File: src/rtl/qtpa_pkg.sv
// Shared scalar-pipe parameters and types for the writeback-side register file.
package qtpa_pkg;
  localparam int DATA_WIDTH = 32;
  localparam int NUM_REGS   = 16;
  localparam int REG_ADDR_W = 4;

  typedef logic [REG_ADDR_W-1:0] reg_addr_t;
endpackage

File: src/rtl/reg_scoreboard.sv
// Pending-write scoreboard: one busy bit per register for in-flight long-latency results,
// plus RAW/WAW hazard evaluation that drives the upstream stall.
module reg_scoreboard
  import qtpa_pkg::*;
(
  input  logic                clk,
  input  logic                rst,
  input  logic                iss_valid_i,
  input  logic                iss_long_i,
  input  reg_addr_t           iss_rd_addr_i,
  input  logic                flush_i,
  input  logic                ld_acc_i,
  input  reg_addr_t           ld_rd_addr_i,
  input  reg_addr_t           rs1_addr_i,
  input  reg_addr_t           rs2_addr_i,
  output logic                hazard_stall_o,
  output logic [NUM_REGS-1:0] busy_o
);

  logic [NUM_REGS-1:0] busy_q;
  logic [NUM_REGS-1:0] busy_d;
  logic                raw1;
  logic                raw2;
  logic                waw;
  logic                set_en;

  // A load retiring this cycle resolves a RAW on its own address without a stall.
  always_comb begin
    raw1           = busy_q[rs1_addr_i] & ~(ld_acc_i & (ld_rd_addr_i == rs1_addr_i));
    raw2           = busy_q[rs2_addr_i] & ~(ld_acc_i & (ld_rd_addr_i == rs2_addr_i));
    waw            = iss_valid_i & busy_q[iss_rd_addr_i];
    hazard_stall_o = raw1 | raw2 | waw;
    set_en         = iss_valid_i & iss_long_i & ~flush_i & ~hazard_stall_o &
                     (iss_rd_addr_i != '0);
  end

  // Clear first, then set, so a same-index collision leaves the bit set.
  always_comb begin
    busy_d = busy_q;
    if (ld_acc_i) busy_d[ld_rd_addr_i] = 1'b0;
    if (set_en)   busy_d[iss_rd_addr_i] = 1'b1;
    busy_d[0] = 1'b0;
  end

  always_ff @(posedge clk or negedge rst) begin
    if (!rst) busy_q <= '0;
    else      busy_q <= busy_d;
  end

  assign busy_o = busy_q;

endmodule

File: src/rtl/scalar_regfile_wb.sv
// End of the scalar pipe: 16-entry register file with ALU/load write arbitration,
// write-through bypass on both read ports and the pending-write scoreboard.
module scalar_regfile_wb
  import qtpa_pkg::*;
(
  input  logic                  clk,
  input  logic                  rst,
  input  logic                  wb_we,
  input  logic [3:0]            wb_rd_addr,
  input  logic [DATA_WIDTH-1:0] wb_alu_result,
  input  logic                  ld_valid,
  output logic                  ld_ready,
  input  logic [3:0]            ld_rd_addr,
  input  logic [DATA_WIDTH-1:0] ld_data,
  input  logic                  iss_valid,
  input  logic                  iss_long,
  input  logic [3:0]            iss_rd_addr,
  input  logic                  flush,
  input  logic [3:0]            rs1_addr,
  input  logic [3:0]            rs2_addr,
  output logic [DATA_WIDTH-1:0] rs1_data,
  output logic [DATA_WIDTH-1:0] rs2_data,
  output logic                  hazard_stall
);

  logic [DATA_WIDTH-1:0] regs_q [NUM_REGS];
  logic [NUM_REGS-1:0]   busy;
  logic                  ld_acc;
  logic                  alu_wr;
  logic                  ld_wr;

  // The ALU port owns the write port whenever it writes; loads wait.
  assign ld_ready = rst & ~wb_we;
  assign ld_acc   = ld_valid & ld_ready;
  assign alu_wr   = wb_we & (wb_rd_addr != '0);
  assign ld_wr    = ld_acc & (ld_rd_addr != '0);

  always_ff @(posedge clk or negedge rst) begin
    if (!rst) begin
      for (int i = 0; i < NUM_REGS; i++) regs_q[i] <= '0;
    end else if (alu_wr) begin
      regs_q[wb_rd_addr] <= wb_alu_result;
    end else if (ld_wr) begin
      regs_q[ld_rd_addr] <= ld_data;
    end
  end

  function automatic logic [DATA_WIDTH-1:0] read_port(
    input reg_addr_t             a,
    input logic [DATA_WIDTH-1:0] arr_val
  );
    if (a == '0)                           return '0;
    else if (wb_we && wb_rd_addr == a)     return wb_alu_result;
    else if (ld_acc && ld_rd_addr == a)    return ld_data;
    else                                   return arr_val;
  endfunction

  always_comb begin
    rs1_data = read_port(rs1_addr, regs_q[rs1_addr]);
    rs2_data = read_port(rs2_addr, regs_q[rs2_addr]);
  end

  reg_scoreboard u_sb (
    .clk            (clk),
    .rst            (rst),
    .iss_valid_i    (iss_valid),
    .iss_long_i     (iss_long),
    .iss_rd_addr_i  (iss_rd_addr),
    .flush_i        (flush),
    .ld_acc_i       (ld_acc),
    .ld_rd_addr_i   (ld_rd_addr),
    .rs1_addr_i     (rs1_addr),
    .rs2_addr_i     (rs2_addr),
    .hazard_stall_o (hazard_stall),
    .busy_o         (busy)
  );

endmodule
File: config.mk
export PLATFORM = sky130hd
export DESIGN_NAME = scalar_regfile_wb
export DESIGN_NICKNAME = d
export VERILOG_FILES = /design/src/rtl/qtpa_pkg.sv /design/src/rtl/reg_scoreboard.sv /design/src/rtl/scalar_regfile_wb.sv
export SDC_FILE = /design/constraint.sdc
export NUM_CORES = 1
export LEC_CHECK = 0
export ABC_CLOCK_PERIOD_IN_PS = 1880
export BUFFER_PORTS_ARGS = -buffer_cell sky130_fd_sc_hd__clkbuf_2
export CAP_MARGIN = 20
export CORE_UTILIZATION = 45
export DETAILED_ROUTE_END_ITERATION = 10
export GPL_ROUTABILITY_DRIVEN = 0
export SYNTH_ARGS = -nofsm -noshare
export SYNTH_HDL_FRONTEND = slang
export SYNTH_HIERARCHICAL = 1
export SYNTH_SLANG_ARGS = --single-unit
File: constraint.sdc
create_clock -name clk -period 1.88 [get_ports clk]
set_input_delay 0.188 -clock clk [delete_from_list [all_inputs] [get_ports clk]]
set_output_delay 0.188 -clock clk [all_outputs]
set_load 0.02 [all_outputs]
After elaboration in Yosys (flattened, before gate mapping)
Cells that the tools add are included.
W data, S select, Z words.
- bits in registers: 527
- latch bits: 0
- bits in writable memories: 0
- bits in read-only memories: 0
- memories kept: 0
- add/subtract/negate cells: 0
- multiply operators: 0
- divide/modulo/power cells: 0
- $lt $le $gt $ge: 12
- equal/unequal tests: 4
- shift operators: 0
- multiplexer cells: 32
- bitwise logic cells: 27
- reductions and logical operators: 14
- operators by type and width (operator ; count):
    $bwmux W512 ; 2
    $mux W512 ; 2
    $mux W32 ; 12
    $bmux W32 S4 ; 2
    $demux W32 S4 ; 2
    $mux W16 ; 2
    $ge A5 B5 Y1 const B ; 4
    $lt A4 B5 Y1 const B ; 4
    $not A4 Y5 ; 4
    $and A16 B16 Y16 ; 1
    $eq A4 B4 Y1 ; 4
    $not A16 Y16 ; 1
    $or A16 B16 Y16 ; 1
    $and A1 B1 Y1 ; 13
    $bmux W1 S4 ; 3
    $reduce_bool A4 Y1 ; 3
    $lt A5 B1 Y1 const B ; 2
    $demux W1 S4 ; 2
    $ge A4 B1 Y1 const B ; 2
    $logic_and A1 B1 Y1 ; 8
    $logic_not A4 Y1 ; 2
    $mux W1 ; 5
    $not A1 Y1 ; 5
    $or A1 B1 Y1 ; 2
    $reduce_bool A2 Y1 ; 1

Longest topological paths before layout
- word-level depth: 12
- gate-level depth with buffers: 8
- gate-level depth less buffers: 6

Hierarchy
The synthesis kept the hierarchy.
- modules (own cells, without submodules) (module ; times used ; cells an instance ; area an instance (um^2) ; sequential area each (um^2)):
    scalar_regfile_wb ; 1 ; 3109 ; 31106.1 ; 12812.3
    reg_scoreboard ; 1 ; 128 ; 1236.2 ; 375.4

Worst setup path before layout
Ideal clock, no wire load.
- path type: input -> output
- from: input port rs1_addr[1]
- to: output port rs1_data[10]
- arrival time: 1783 ps
- required time: 1692 ps
- path slack: -91 ps
- stages on the path: 6
- path buffers: 3
- path through: buf_2 clkbuf_1 buf_2 mux4_2 a22oi_1 a31oi_1
- longest elaborated chain between the ends: 7
- elaborated cells on any way between the ends: 12
- classes of those cells: 2 x eq/ne; 6 x mux; 1 x bitwise; 3 x reduce/logical
- ends and longest elaborated chain (what ; RTL line ; RTL):
    start, declared ; scalar_regfile_wb.sv:19 ; input logic [3:0] rs1_addr,
    $not A4 Y5 (not written as such) ; scalar_regfile_wb.sv:59 ; rs1_data = read_port(rs1_addr, regs_q[rs1_addr]);
    $bmux W32 S4 ; scalar_regfile_wb.sv:59 ;
    $mux W32 (not written as such) (2 in a row) ; scalar_regfile_wb.sv:59 ;
    $mux W32 ; scalar_regfile_wb.sv:54 ; else if (ld_acc && ld_rd_addr == a) return ld_data;
    $mux W32 ; scalar_regfile_wb.sv:53 ; else if (wb_we && wb_rd_addr == a) return wb_alu_result;
    $mux W32 * ; scalar_regfile_wb.sv:52 ; if (a == '0) return '0;
    end, declared ; scalar_regfile_wb.sv:21 ; output logic [DATA_WIDTH-1:0] rs1_data,
Mark *: on every way between the ends. The rest lies on a longest branch, timed or not. The select of a mux whose other input is x is not followed.

Worst setup path in the final report
- from: register regs_q[321] in the netlist's numbering
- to: output port rs2_data[1]
- longest elaborated chain between the ends: 6
- ends and longest elaborated chain (what ; RTL line ; RTL):
    start, declared ; scalar_regfile_wb.sv:26 ; logic [DATA_WIDTH-1:0] regs_q [NUM_REGS];
    start signal, assigned by index ; scalar_regfile_wb.sv:42 ; regs_q[wb_rd_addr] <= wb_alu_result;
    start signal, assigned by index ; scalar_regfile_wb.sv:44 ; regs_q[ld_rd_addr] <= ld_data;
    $bmux W32 S4 ; scalar_regfile_wb.sv:60 ; rs2_data = read_port(rs2_addr, regs_q[rs2_addr]);
    $mux W32 (not written as such) (2 in a row) ; scalar_regfile_wb.sv:60 ;
    $mux W32 ; scalar_regfile_wb.sv:54 ;
    $mux W32 ; scalar_regfile_wb.sv:53 ;
    $mux W32 ; scalar_regfile_wb.sv:52 ;
    end, declared ; scalar_regfile_wb.sv:22 ; output logic [DATA_WIDTH-1:0] rs2_data,
Every way passes these cells. The select of a mux whose other input is x is not followed.

==> results by group <==
Run status
  – Run status: finished with violations
  – Failing checks: negative setup slack

Floorplanning
  – Core Area: 70500 µm²
  – Die area: between 70000 and 80000 µm²
  – FP Rows: 97
  – Die X: approximately 270 µm
  – DIE HEIGHT: between 200 and 300 µm
  – Starting Density: between 40% and 50%
  – Ports: between 150 and 200

Critical path
  – R2r endpoint: u_sb/busy_o[2]
  – Crit path DAT: about 2300 ps
  – Internal reg-to-reg setup slack: -230 ps
  – Kind of critical path: register to output pin
  – CP startpoint: regs_q[321]
  – CP Capture Type: output pin
  – End of the critical path: rs2_data[1]
  – Worst-path maximum fanout: 2
  – Reg2reg start: u_sb/busy_o[11]
  – CP startpoint kind: register
  – Critical path required time: about 1700 ps
  – R2R depth: 9

Placement
  – Post-detail-place hpwl: ~90000 µm
  – # placed instances: around 4300
  – Placement Setup Slack: -476 ps
  – Port-buffer cells: 156

Logic synthesis
  – Synthesized Nets: around 3300
  – Mapped cell area: 32300 µm²
  – YS warnings: 6
  – Mean area per synthesized cell: 9.99 µm²
  – Syn Inst Count: 3235

Clock tree
  – Clock root buffer: clkbuf_16
  – CTS tree: built
  – CTS Buf Count: slightly above 60
  – Clock transition at path regs: 60 ps
  – Clock latency at the later pin of the worst-skew pair: 660 ps
  – Clk buf depth: 3
  – H-tree levels: 2
  – Clk sink count: approximately 530

Timing
  – Rel. slew slack: between 3 and 4%
  – Fmax: between 400 and 500 MHz
  – RSZ-0062 raised after global routing: true
  – Hold WS: about 46 ps
  – Final Hold Viols: 0
  – Slew @ Worst Pin: between 1000 and 1500 ps
  – Tcrit/Tclk final: 130%
  – Final Critical Period: 2440 ps
  – Final Setup Violations: 80
  – Final Skew: 3.06 ps
  – Slew Limit Fails: 0
  – Final WS setup: -557 ps

Power and ir drop
  – Clock network power share: between 30 and 40%
  – Net Sw Frac: about 32%
  – P per Cell Area: between 900 and 1000 nW/µm²
  – NetSw: around 13 mW
  – Total Power: 40.3 mW
  – Leak: about 18 nW
  – Pint: ~27 mW
  – VDD IR-drop max: 0.939 mV
  – Part of the power in combinational logic: ~28%
  – Sequential Power Share: about two fifths

Cells and area
  – # diodes: 0
  – Area occupied by multi-input gates: about 19000 µm²
  – Non-Filler Instances: 4451
  – Layout cell share with drive strength beyond 1: between 30% and 40%
  – Area delta synth->final: 28.1%
  – Layout fillers: about 5700
  – Register area: approximately 13000 µm²
  – Nets: 3549

Route
  – Via count: 31651
  – Drt initial violations: about 4600
  – Via density: 7.11
  – Residual DRC: 0
  – DRT antenna net count: 0
  – First drt pass iteration count: 7
  – Routed wire per std cell: 32.3 µm
  – Post-Route WL: roughly 140000 µm

GRT
  – Vias in the first global route: approximately 32000
  – Grt ovf: 0
  – GRT Total Usage: between 30% and 40%
  – Largest net degree at the start of global routing: 146
  – Initial antenna violation count: 0
  – First-pass GRT wire length: ~210000 µm

Worst hold path
  – Hold Path Class: input pin to register

Flow run
  – Max-cap violations: 0
sequential cells by signal, summed over array words and instances, names as in the netlist:
| signal | cells |
|---|---|
| u_sb/busy_o | 15 |
| regs_q | 512 |
timing repair:
item / 4_1_cts / 5_1_grt
hold endpoints to repair: 133 / 0
endpoints found under the setup margin: 80 / 156
gates cloned: 1 / 0
pin swaps: 101 / 38
resized for setup: 196 / 119
buffers inserted: 37 / 20
hold buffers: 35 / 0
worst min-delay path by stage:
stage | start | endpoint | slack, ps | cells past startpoint
after floorplan | rst | regs_q[0] | -110 | 0
after global placement | rst | regs_q[320] | 380 | 3
after detailed placement | regs_q[507] | regs_q[507] | 380 | 0
after CTS | ld_data[7] | regs_q[7] | 5 | 3
after global routing | ld_data[7] | regs_q[199] | 60 | 3
final | ld_data[7] | regs_q[103] | 50 | 3
critical path, stage by stage, from the launching register on:
cell,delay [ps]
dfrtp_1,380
mux4_2,470
mux2i_1,180
buf_4,150
or2_4,120
a31oi_4,110
buf_8,160
per-layer routing:
| metal | wire (µm) | up-vias | global-route usage [%] |
|---|---|---|---|
| li1 | - | 12510 | - |
| met1 | 51000 | 15694 | 49.1 |
| met2 | 63300 | 2725 | 58.1 |
| met3 | 18700 | 720 | 11.0 |
| met4 | 10800 | 2 | 24.9 |
| met5 | 53 | - | 0.461 |
area by class of cell:
cell class | instances | area share (%)
multi-input combinational | 2245 | 45.0
sequential | 527 | 31.9
timing repair buffer | 614 | 15.0
clock buffer | 90 | 4.41
tap | 940 | 2.84
clock inverter | 26 | 0.834
inverter | 9 | 0.0816
stage by stage:
stage          area (µm²)  util, %  setup TNS [ps]
6_report            41400     58.7          -29090
5_1_grt             41400     58.7          -32810
4_1_cts             40900     58.0          -31510
3_5_place_dp        37100     52.6          -84770
3_3_place_gp        37100     52.6          -84680
2_1_floorplan       32400        -           -3570
power by group through the flow:
stage	sequential, mW	combinational, mW	clock (mW)
after floorplan	15.3	6.54	0
after global placement	15.8	9.37	0
after detailed placement	16.0	9.60	0
after CTS	15.8	10.7	13.0
after global routing	16.2	12.0	13.4
final	16.0	11.3	13.0
placed cells by master, fill, tap and decap left out, types with 15 or more instances in the layout:
cell	count
nand2_1	772
dfrtp_1	527
a22oi_1	471
buf_4	316
mux4_2	229
buf_12	118
mux2i_1	104
o2bb2ai_1	93
clkbuf_2	89
o221ai_1	65
clkbuf_16	62
a22oi_2	59
o21ai_0	39
a21oi_1	37
nand3_1	35
dlygate4sd3_1	35
a31oi_1	33
or2_2	31
clkbuf_8	31
nor2_4	27
nor2_1	23
a31oi_2	22
xor2_1	16
a31oi_4	16
buf_8	16
nor2_2	15
Note: power is estimated with default switching activity, not from simulation.
